--- src/rtl/dynamic_branch_predictor_pkg.sv ---
// rtl/dynamic_branch_predictor_pkg.sv - shared types and constants for the branch predictor
package dynamic_branch_predictor_pkg;

   localparam int BP_ENTRIES = 8;

   typedef enum logic [1:0] {
      STRONG_NOT_TAKEN = 2'b00,
      WEAK_NOT_TAKEN   = 2'b01,
      WEAK_TAKEN       = 2'b10,
      STRONG_TAKEN     = 2'b11
   } state_t;

   typedef struct packed {
      logic [15:0] PC_addr;
      state_t      prediction;
      logic        valid;
   } bht_entry_t;

   typedef struct packed {
      logic [15:0] PC_addr;
      logic [15:0] target;
   } btb_entry_t;

   // Statistics counters stick at all-ones instead of wrapping.
   function automatic logic [15:0] sat_inc(input logic [15:0] value);
      return (value == 16'hFFFF) ? value : value + 16'd1;
   endfunction

endpackage

--- src/rtl/dynamic_branch_predictor_bht_sat_counter.sv ---
// rtl/dynamic_branch_predictor_bht_sat_counter.sv - 2-bit saturating counter next-state function
module bht_sat_counter
   import dynamic_branch_predictor_pkg::*;
(
   input  state_t state,
   input  logic   taken,
   output state_t next_state
);

   // Taken moves toward STRONG_TAKEN, not-taken toward STRONG_NOT_TAKEN; end states hold.
   always_comb begin
      next_state = state;
      unique case (state)
         STRONG_NOT_TAKEN: next_state = taken ? WEAK_NOT_TAKEN : STRONG_NOT_TAKEN;
         WEAK_NOT_TAKEN:   next_state = taken ? WEAK_TAKEN     : STRONG_NOT_TAKEN;
         WEAK_TAKEN:       next_state = taken ? STRONG_TAKEN   : WEAK_NOT_TAKEN;
         STRONG_TAKEN:     next_state = taken ? STRONG_TAKEN   : WEAK_TAKEN;
      endcase
   end

endmodule

--- src/rtl/dynamic_branch_predictor.sv ---
// rtl/dynamic_branch_predictor.sv - BHT/BTB fetch predictor with decode-time update and statistics
module dynamic_branch_predictor
   import dynamic_branch_predictor_pkg::*;
#(
   parameter int ENTRIES = BP_ENTRIES
) (
   input  logic        clk,
   input  logic        rst_n,
   input  logic        enable,
   input  logic [15:0] PC_curr,
   output logic        predicted_taken,
   output logic [15:0] predicted_target,
   input  logic [15:0] IF_ID_PC_curr,
   input  logic        IF_ID_predicted_taken,
   input  logic [15:0] IF_ID_predicted_target,
   input  logic        is_branch,
   input  logic        actual_taken,
   input  logic [15:0] actual_target,
   output logic        mispredicted,
   output logic [15:0] hit_count,
   output logic [15:0] mispredict_count
);

   localparam int IDX_W = $clog2(ENTRIES);

   // Flop arrays so every entry is observable each cycle.
   bht_entry_t bht [ENTRIES];
   btb_entry_t btb [ENTRIES];

   logic [IDX_W-1:0] fetch_idx;
   logic [IDX_W-1:0] upd_idx;
   bht_entry_t       fetch_bht;
   btb_entry_t       fetch_btb;
   bht_entry_t       upd_bht;
   logic             fetch_hit;
   logic             upd_hit;
   logic             do_update;
   state_t           upd_next_state;
   bht_entry_t       new_bht;

   assign fetch_idx = PC_curr[IDX_W:1];
   assign upd_idx   = IF_ID_PC_curr[IDX_W:1];
   assign fetch_bht = bht[fetch_idx];
   assign fetch_btb = btb[fetch_idx];
   assign upd_bht   = bht[upd_idx];
   assign do_update = enable && is_branch;

   // Fetch lookup: full-PC tag compare guards against aliased entries.
   always_comb begin
      fetch_hit        = fetch_bht.valid && (fetch_bht.PC_addr == PC_curr);
      predicted_taken  = fetch_hit && fetch_bht.prediction[1];
      predicted_target = '0;
      if (fetch_hit && (fetch_btb.PC_addr == PC_curr)) begin
         predicted_target = fetch_btb.target;
      end
   end

   // Decode-side misprediction: wrong direction, or taken to a different target.
   always_comb begin
      mispredicted = 1'b0;
      if (is_branch) begin
         mispredicted = (IF_ID_predicted_taken != actual_taken) ||
                        (actual_taken && (IF_ID_predicted_target != actual_target));
      end
   end

   bht_sat_counter u_bht_sat_counter (
      .state      (upd_bht.prediction),
      .taken      (actual_taken),
      .next_state (upd_next_state)
   );

   // Replacement BHT entry: train on a tag hit, otherwise allocate weakly toward the outcome.
   always_comb begin
      upd_hit = upd_bht.valid && (upd_bht.PC_addr == IF_ID_PC_curr);
      new_bht = upd_bht;
      if (upd_hit) begin
         new_bht.prediction = upd_next_state;
      end else begin
         new_bht.PC_addr    = IF_ID_PC_curr;
         new_bht.prediction = actual_taken ? WEAK_TAKEN : WEAK_NOT_TAKEN;
         new_bht.valid      = 1'b1;
      end
   end

   // Table write on resolved branches; BTB only learns taken targets.
   always_ff @(posedge clk or negedge rst_n) begin
      if (!rst_n) begin
         for (int i = 0; i < ENTRIES; i++) begin
            bht[i] <= '{PC_addr: 16'h0000, prediction: STRONG_NOT_TAKEN, valid: 1'b0};
            btb[i] <= '{PC_addr: 16'h0000, target: 16'h0000};
         end
      end else if (do_update) begin
         bht[upd_idx] <= new_bht;
         if (actual_taken) begin
            btb[upd_idx] <= '{PC_addr: IF_ID_PC_curr, target: actual_target};
         end
      end
   end

   // Statistics use the pre-update lookup and saturate.
   always_ff @(posedge clk or negedge rst_n) begin
      if (!rst_n) begin
         hit_count        <= '0;
         mispredict_count <= '0;
      end else if (do_update) begin
         if (upd_hit) begin
            hit_count <= sat_inc(hit_count);
         end
         if (mispredicted) begin
            mispredict_count <= sat_inc(mispredict_count);
         end
      end
   end

endmodule
--- config.mk ---
export PLATFORM = sky130hd
export DESIGN_NAME = dynamic_branch_predictor
export DESIGN_NICKNAME = d
export VERILOG_FILES = /design/src/rtl/dynamic_branch_predictor_pkg.sv /design/src/rtl/dynamic_branch_predictor_bht_sat_counter.sv /design/src/rtl/dynamic_branch_predictor.sv
export SDC_FILE = /design/constraint.sdc
export NUM_CORES = 1
export LEC_CHECK = 0
export BUFFER_PORTS_ARGS = -buffer_cell sky130_fd_sc_hd__buf_2
export CAP_MARGIN = 20
export CORE_UTILIZATION = 39
export CTS_CLUSTER_SIZE = 16
export DETAILED_ROUTE_END_ITERATION = 6
export MAX_ROUTING_LAYER = met4
export PLACE_DENSITY = 0.52
export RECOVER_POWER = 100
export SYNTH_ARGS = -nofsm -noshare
export SYNTH_HDL_FRONTEND = slang
export SYNTH_SLANG_ARGS = --single-unit
--- constraint.sdc ---
create_clock -name clk -period 12.5 [get_ports clk]
set_input_delay 2.5 -clock clk [delete_from_list [all_inputs] [get_ports clk]]
set_output_delay 2.5 -clock clk [all_outputs]
set_load 0.005 [all_outputs]
==> Word level (Yosys, flattened, before mapping) <==
Index checks and enable logic that the tools add are counted.
Widths: inputs -> output; s select.
{ "classes": {"muxes": 26, "addsub": 2, "n_lt_le_gt_ge": 3, "eq_ne": 10, "n_bitwise": 4, "n_reduce_logical": 12} }
{ "ops": {"columns": ["cell", "count"], "rows": [
  ["$bwmux 256", 1],
  ["$bwmux 152", 1],
  ["$bmux 19 s3", 2],
  ["$bmux 32 s3", 1],
  ["$demux 32 s3", 1],
  ["$mux 32", 3],
  ["$mux 19", 5],
  ["$demux 19 s3", 1],
  ["$eq 16x16->1", 3],
  ["$add 16x1->16 const B", 2],
  ["$eq 16x16->1 const B", 2],
  ["$mux 16", 2],
  ["$ne 16x16->1", 1],
  ["$ge 4x4->1 const B", 2],
  ["$mux 2", 4],
  ["$not 3->4", 2],
  ["$pmux 2 s4", 1],
  ["$logic_and 1x1->1", 7],
  ["$reduce_and 3->1", 2],
  ["$eq 2x2->1 const B", 2],
  ["$lt 4x1->1 const B", 1],
  ["$mux 1", 4],
  ["$eq 2x1->1 const B", 1],
  ["$logic_not 2->1", 1],
  ["4 further kinds", 5]
]} }
{ "word_totals": {"in_bits": 70, "word_cells": 99, "out_inout_bits": 50, "reg_bits": 440} }

==> Depth between registers and ports, before layout <==
{ "depth": {"ltp_word": 8, "depth_mapped": 13, "mapped_depth_nobuf": 8} }

==> By module <==
A second synthesis with hierarchy kept.
{ "hier_totals": {"hier_cells": 1522, "hier_area_um2": 21413.0} }
{ "by_module_without_submodules": {"columns": ["mod", "area_per_inst_um2", "n_inst", "seq_area_each_um2", "cells_per_inst"], "rows": [
  ["dynamic_branch_predictor", 21386.8, 1, 11010.6, 1519],
  ["bht_sat_counter", 26.3, 1, 0.0, 3]
]} }

==> Worst setup path after synthesis <==
Ideal clock, no wire load.
{ "synth_timing": {"path_kind": "input port to output port", "startpoint": "in PC_curr[1]", "endpoint": "out predicted_target[10]", "setup_slack_ps": 4560, "t_arrival_ps": 5440, "stages": 11, "required_time_ps": 10000, "path_cell_list": "buf_2 -> buf_1 -> buf_2 -> mux4_2 -> mux2i_1 -> xor2_1 -> nand4_1 -> or4_1 -> clkbuf_1 -> clkbuf_1 -> nor2_1"} }
{ "synth_between": {"elab_chain_len": 8, "word_cells_on_any_way": 12, "cone_classes": "eq/ne (2); mux (7); bitwise (1); reduce/logical (2)"} }
{ "synth_lines": {"columns": ["element", "line_no", "source"], "rows": [
  ["from (decl)", "dynamic_branch_predictor.sv:10", "input logic [15:0] PC_curr,"],
  ["$not 3->4 (not written as such)", "dynamic_branch_predictor.sv:43, dynamic_branch_predictor.sv:44", null],
  ["$bmux 19 s3", "dynamic_branch_predictor.sv:43", "assign fetch_bht = bht[fetch_idx];"],
  ["$mux 19 (not written as such) (2 in a row)", "dynamic_branch_predictor.sv:43", null],
  ["$eq 16x16->1", "dynamic_branch_predictor.sv:50", "fetch_hit = fetch_bht.valid && (fetch_bht.PC_addr == PC_curr);"],
  ["$logic_and 1x1->1", "dynamic_branch_predictor.sv:50", null],
  ["$logic_and 1x1->1", "dynamic_branch_predictor.sv:53", "if (fetch_hit && (fetch_btb.PC_addr == PC_curr)) begin"],
  ["$mux 16 (*)", "dynamic_branch_predictor.sv:53", null],
  ["to (decl)", "dynamic_branch_predictor.sv:12", "output logic [15:0] predicted_target,"]
]} }
Every way passes the cells marked *; elsewhere a longest branch is shown, timed or not. The select of a mux whose other input is x is not followed.

==> Final worst setup path <==
{ "layout_timing": {"startpoint": "in PC_curr[2]", "endpoint": "out predicted_target[11]"} }
Same word-level chain as after synthesis.

==> impl_metrics.py <==
metrics = {
    "sta": {
        "fmax_mhz": 95.8,
        "drv_slew": 746,
        "worst_pin_slew_ps": 6410,
        "finalCritPeriodShare_pct": 83.5,
        "finalSetupViolCount": 0,
        "skew_ps": 29.0,
        "setup_tns_ps": 0,
        "rsz0062_at_grt": "no",
        "slew-limit-headroom_pct": -327,
        "hold_violations": 0,
        "min_period_ps": 10430,
    },
    "worst_setup_path": {
        "crit_type": "in -> out",
        "worstPathMaxFanout": 65,
        "cp.required_ps": 10000,
        "cp-start-kind": "input pin",
        "worst-endpoint-arrival_ps": 7930,
        "setup.worst_path.end_class": "output pin",
        "r2r_slack_ps": 8460,
    },
    "yosys": {
        "ys.flop_type": "dfrtp_1",
        "synth_top_area_share_pct": 52.1,
        "syn-instance-count": 1486,
        "synth-edff-count": 0,
        "synthAdderAreaFrac_pct": 0.118,
        "synth_nets": 1558,
        "syn_avg_cell_area_sq_um": 14.2,
        "yosysWarnings": 0,
        "synth.distinct_cells": 57,
        "synth.largest_area_cell": "dfrtp_1",
        "synth_simple_gate_area_share_pct": 5.80,
        "synthXorXnorAreaFrac_pct": 3.48,
        "synth_top_family_by_area": "multiplexers",
        "yosysMostFrequentCell": "dfrtp_1",
        "synth-compound-area-share_pct": 2.31,
        "synth_mux_area_share_pct": 33.8,
        "synthTopCellsByCount": "dfrtp_1, mux2_2, mux4_2",
        "ys_ff_latch": 440,
        "synthTopCellsByArea": "dfrtp_1, mux2_2, mux4_2",
        "seq_area_frac_synth_pct": 52.1,
        "synth-async-reset-ratio_pct": 100,
        "syn_area_sq_um": 21100,
    },
    "route": {
        "viasPerCell": 5.56,
        "wl_per_cell_um": 25.0,
        "wirelength_mm": 57.3,
        "dr.first_iter.drc_count": 665,
        "vias": 12800,
        "ant_nets": 0,
        "route.detailed.drc": 0,
        "dr.pass1.iters": 5,
    },
    "clock_network": {
        "clkSlewWorstSetupHoldPaths_ps": 60,
        "cts_tree": "yes",
        "cts_hold_buffers": 0,
        "htree_levels": 2,
        "cts_max_path_buffers": 3,
        "cts_root_buf": "clkbuf_16",
        "cts.sinks": 440,
        "numCtsBuffers": 50,
        "post_cts_buffers": 0,
        "insertion_delay_ps": 620,
        "cts-resized-gates": 0,
    },
    "flow_run": {
        "max_cap_viol_count": 20,
    },
    "global_routing": {
        "antenna_found_initial": 1,
        "grt_first_pass_wirelength_mm": 88.9,
        "grt_pass1_vias": 13900,
        "grt_max_degree": 113,
        "overflow": 0,
        "grt_usage_pct": 21.9,
    },
    "place": {
        "post-dp-hpwl_mm": 34.6,
        "io_buffers": 119,
        "place_area_sq_um": 22400,
        "gp_congestion": 0.839,
    },
    "run_status": {
        "violations": "max-capacitance violations, max-slew violations",
        "status": "finished with violations",
    },
    "final_layout": {
        "stdcell_area_sq_um": 23800,
        "layout-drive-gt1-share_pct": 41.5,
        "syn2layout_area_growth_pct": 12.9,
        "nNetsFinal": 1640,
        "fin_util_pct": 44.9,
    },
    "die": {
        "core_area_sq_um": 53100,
        "die-area_sq_um": 55100,
        "rows": 84,
        "start_util_pct": 39.8,
        "ios": 120,
        "die_h_um": 235,
        "fp.dieW_um": 235,
    },
    "worst_hold_path": {
        "hp-class": "reg -> reg",
    },
    "power_and_ir_drop": {
        "ir_drop_mv": 0.117,
        "p_leak_nw": 10.5,
        "power_density_nw_per_um2": 167,
    },
}
-- cells by family after synthesis --
| logic type | after synthesis |
|---|---|
| multiplexers | 535 |
| AND/OR/NAND/NOR | 230 |
| XOR/XNOR | 84 |
| AO/OA/AOI/OAI | 69 |
| flip-flops | 440 |
| adder cells (fa/ha/maj) | 2 |
| buffers and inverters | 126 |
-- layer usage --
layer	share of wire, %	track usage (%)
met4	2.6	6.08
met2	47	34.1
met1	46	29.5
met5	0	-
met3	3.9	3.63
-- power breakdown --
group	leakage [nW]	total, mW	switching (mW)	internal, mW
combinational	4.12	0.691	0.287	0.405
sequential	5.55	1.85	0.159	1.69
clock	0.793	1.44	0.611	0.832
total	10.5	3.98	1.06	2.93
-- cell type report --
| cell class | count | area, sq um |
|---|---|---|
| Clock inverter | 10 | 93.8 |
| Antenna cell | 1 | 2.50 |
| Sequential cell | 440 | 11000 |
| Tap cell | 688 | 861 |
| Fill cell | 4824 | 29200 |
| Multi-Input combinational cell | 920 | 9610 |
| Inverter | 10 | 37.5 |
| Clock buffer | 81 | 1520 |
| Timing Repair Buffer | 146 | 714 |
-- critical path: stages --
cell and delay [ps]:
buf_4 410, clkbuf_2 1580, mux4_2 490, mux2i_1 90
xnor2_1 170, a2111oi_0 860, nand4_1 350, or4_1 1050
nor2_1 260, clkbuf_2 140
-- placed cells by master (no fill, tap or decap), types with 9 or more instances in the layout --
master and instances:
clkbuf_2 9, clkbuf_8 15, nor2b_1 15, mux2i_1 76, a21oi_1 10, nand3_1 23
buf_2 88, and2_0 9, xnor2_1 60, buf_4 10, nor3_1 10, clkbuf_16 50
o21ai_0 14, dfrtp_1 440, nor2_1 42, nand2b_1 15, o221ai_1 12, mux2_2 352
nand2_1 39, or2_2 20, xor2_1 24, clkbuf_1 54, nand4_1 17, mux4_2 107
-- registers in the layout, indices dropped and copies added (netlist names) --
signal,flops
bht,152
btb,256
hit_count,16
mispredict_count,16
-- path summary, 6_finish.rpt --
| kind | depth (start not counted) | from | to |
|---|---|---|---|
| worst max-delay path | 10 | PC_curr[2] | predicted_target[11] |
| worst min-delay path | 1 | btb[145] | btb[145] |
| worst max register to register | 7 | bht[141] | hit_count[1] |
| worst min register to register | 1 | btb[145] | btb[145] |
| max in group asynchronous | 3 | rst_n | btb[206] |
| min in group asynchronous | 1 | rst_n | bht[93] |
-- stage by stage --
| step | power, mW | hold WS, ps | cells | setup WS, ps |
|---|---|---|---|---|
| floorplan | 2.34 | 414 | 1486 | 4560 |
| CTS | 4.04 | 465 | 2295 | 2750 |
| global placement | 2.55 | 428 | 2204 | 2860 |
| finish | 3.98 | 459 | 2296 | 2070 |
| global route | 4.18 | 478 | 2296 | 1730 |
| detailed placement | 2.57 | 451 | 2204 | 2760 |
(Power assumes the default switching activity.)
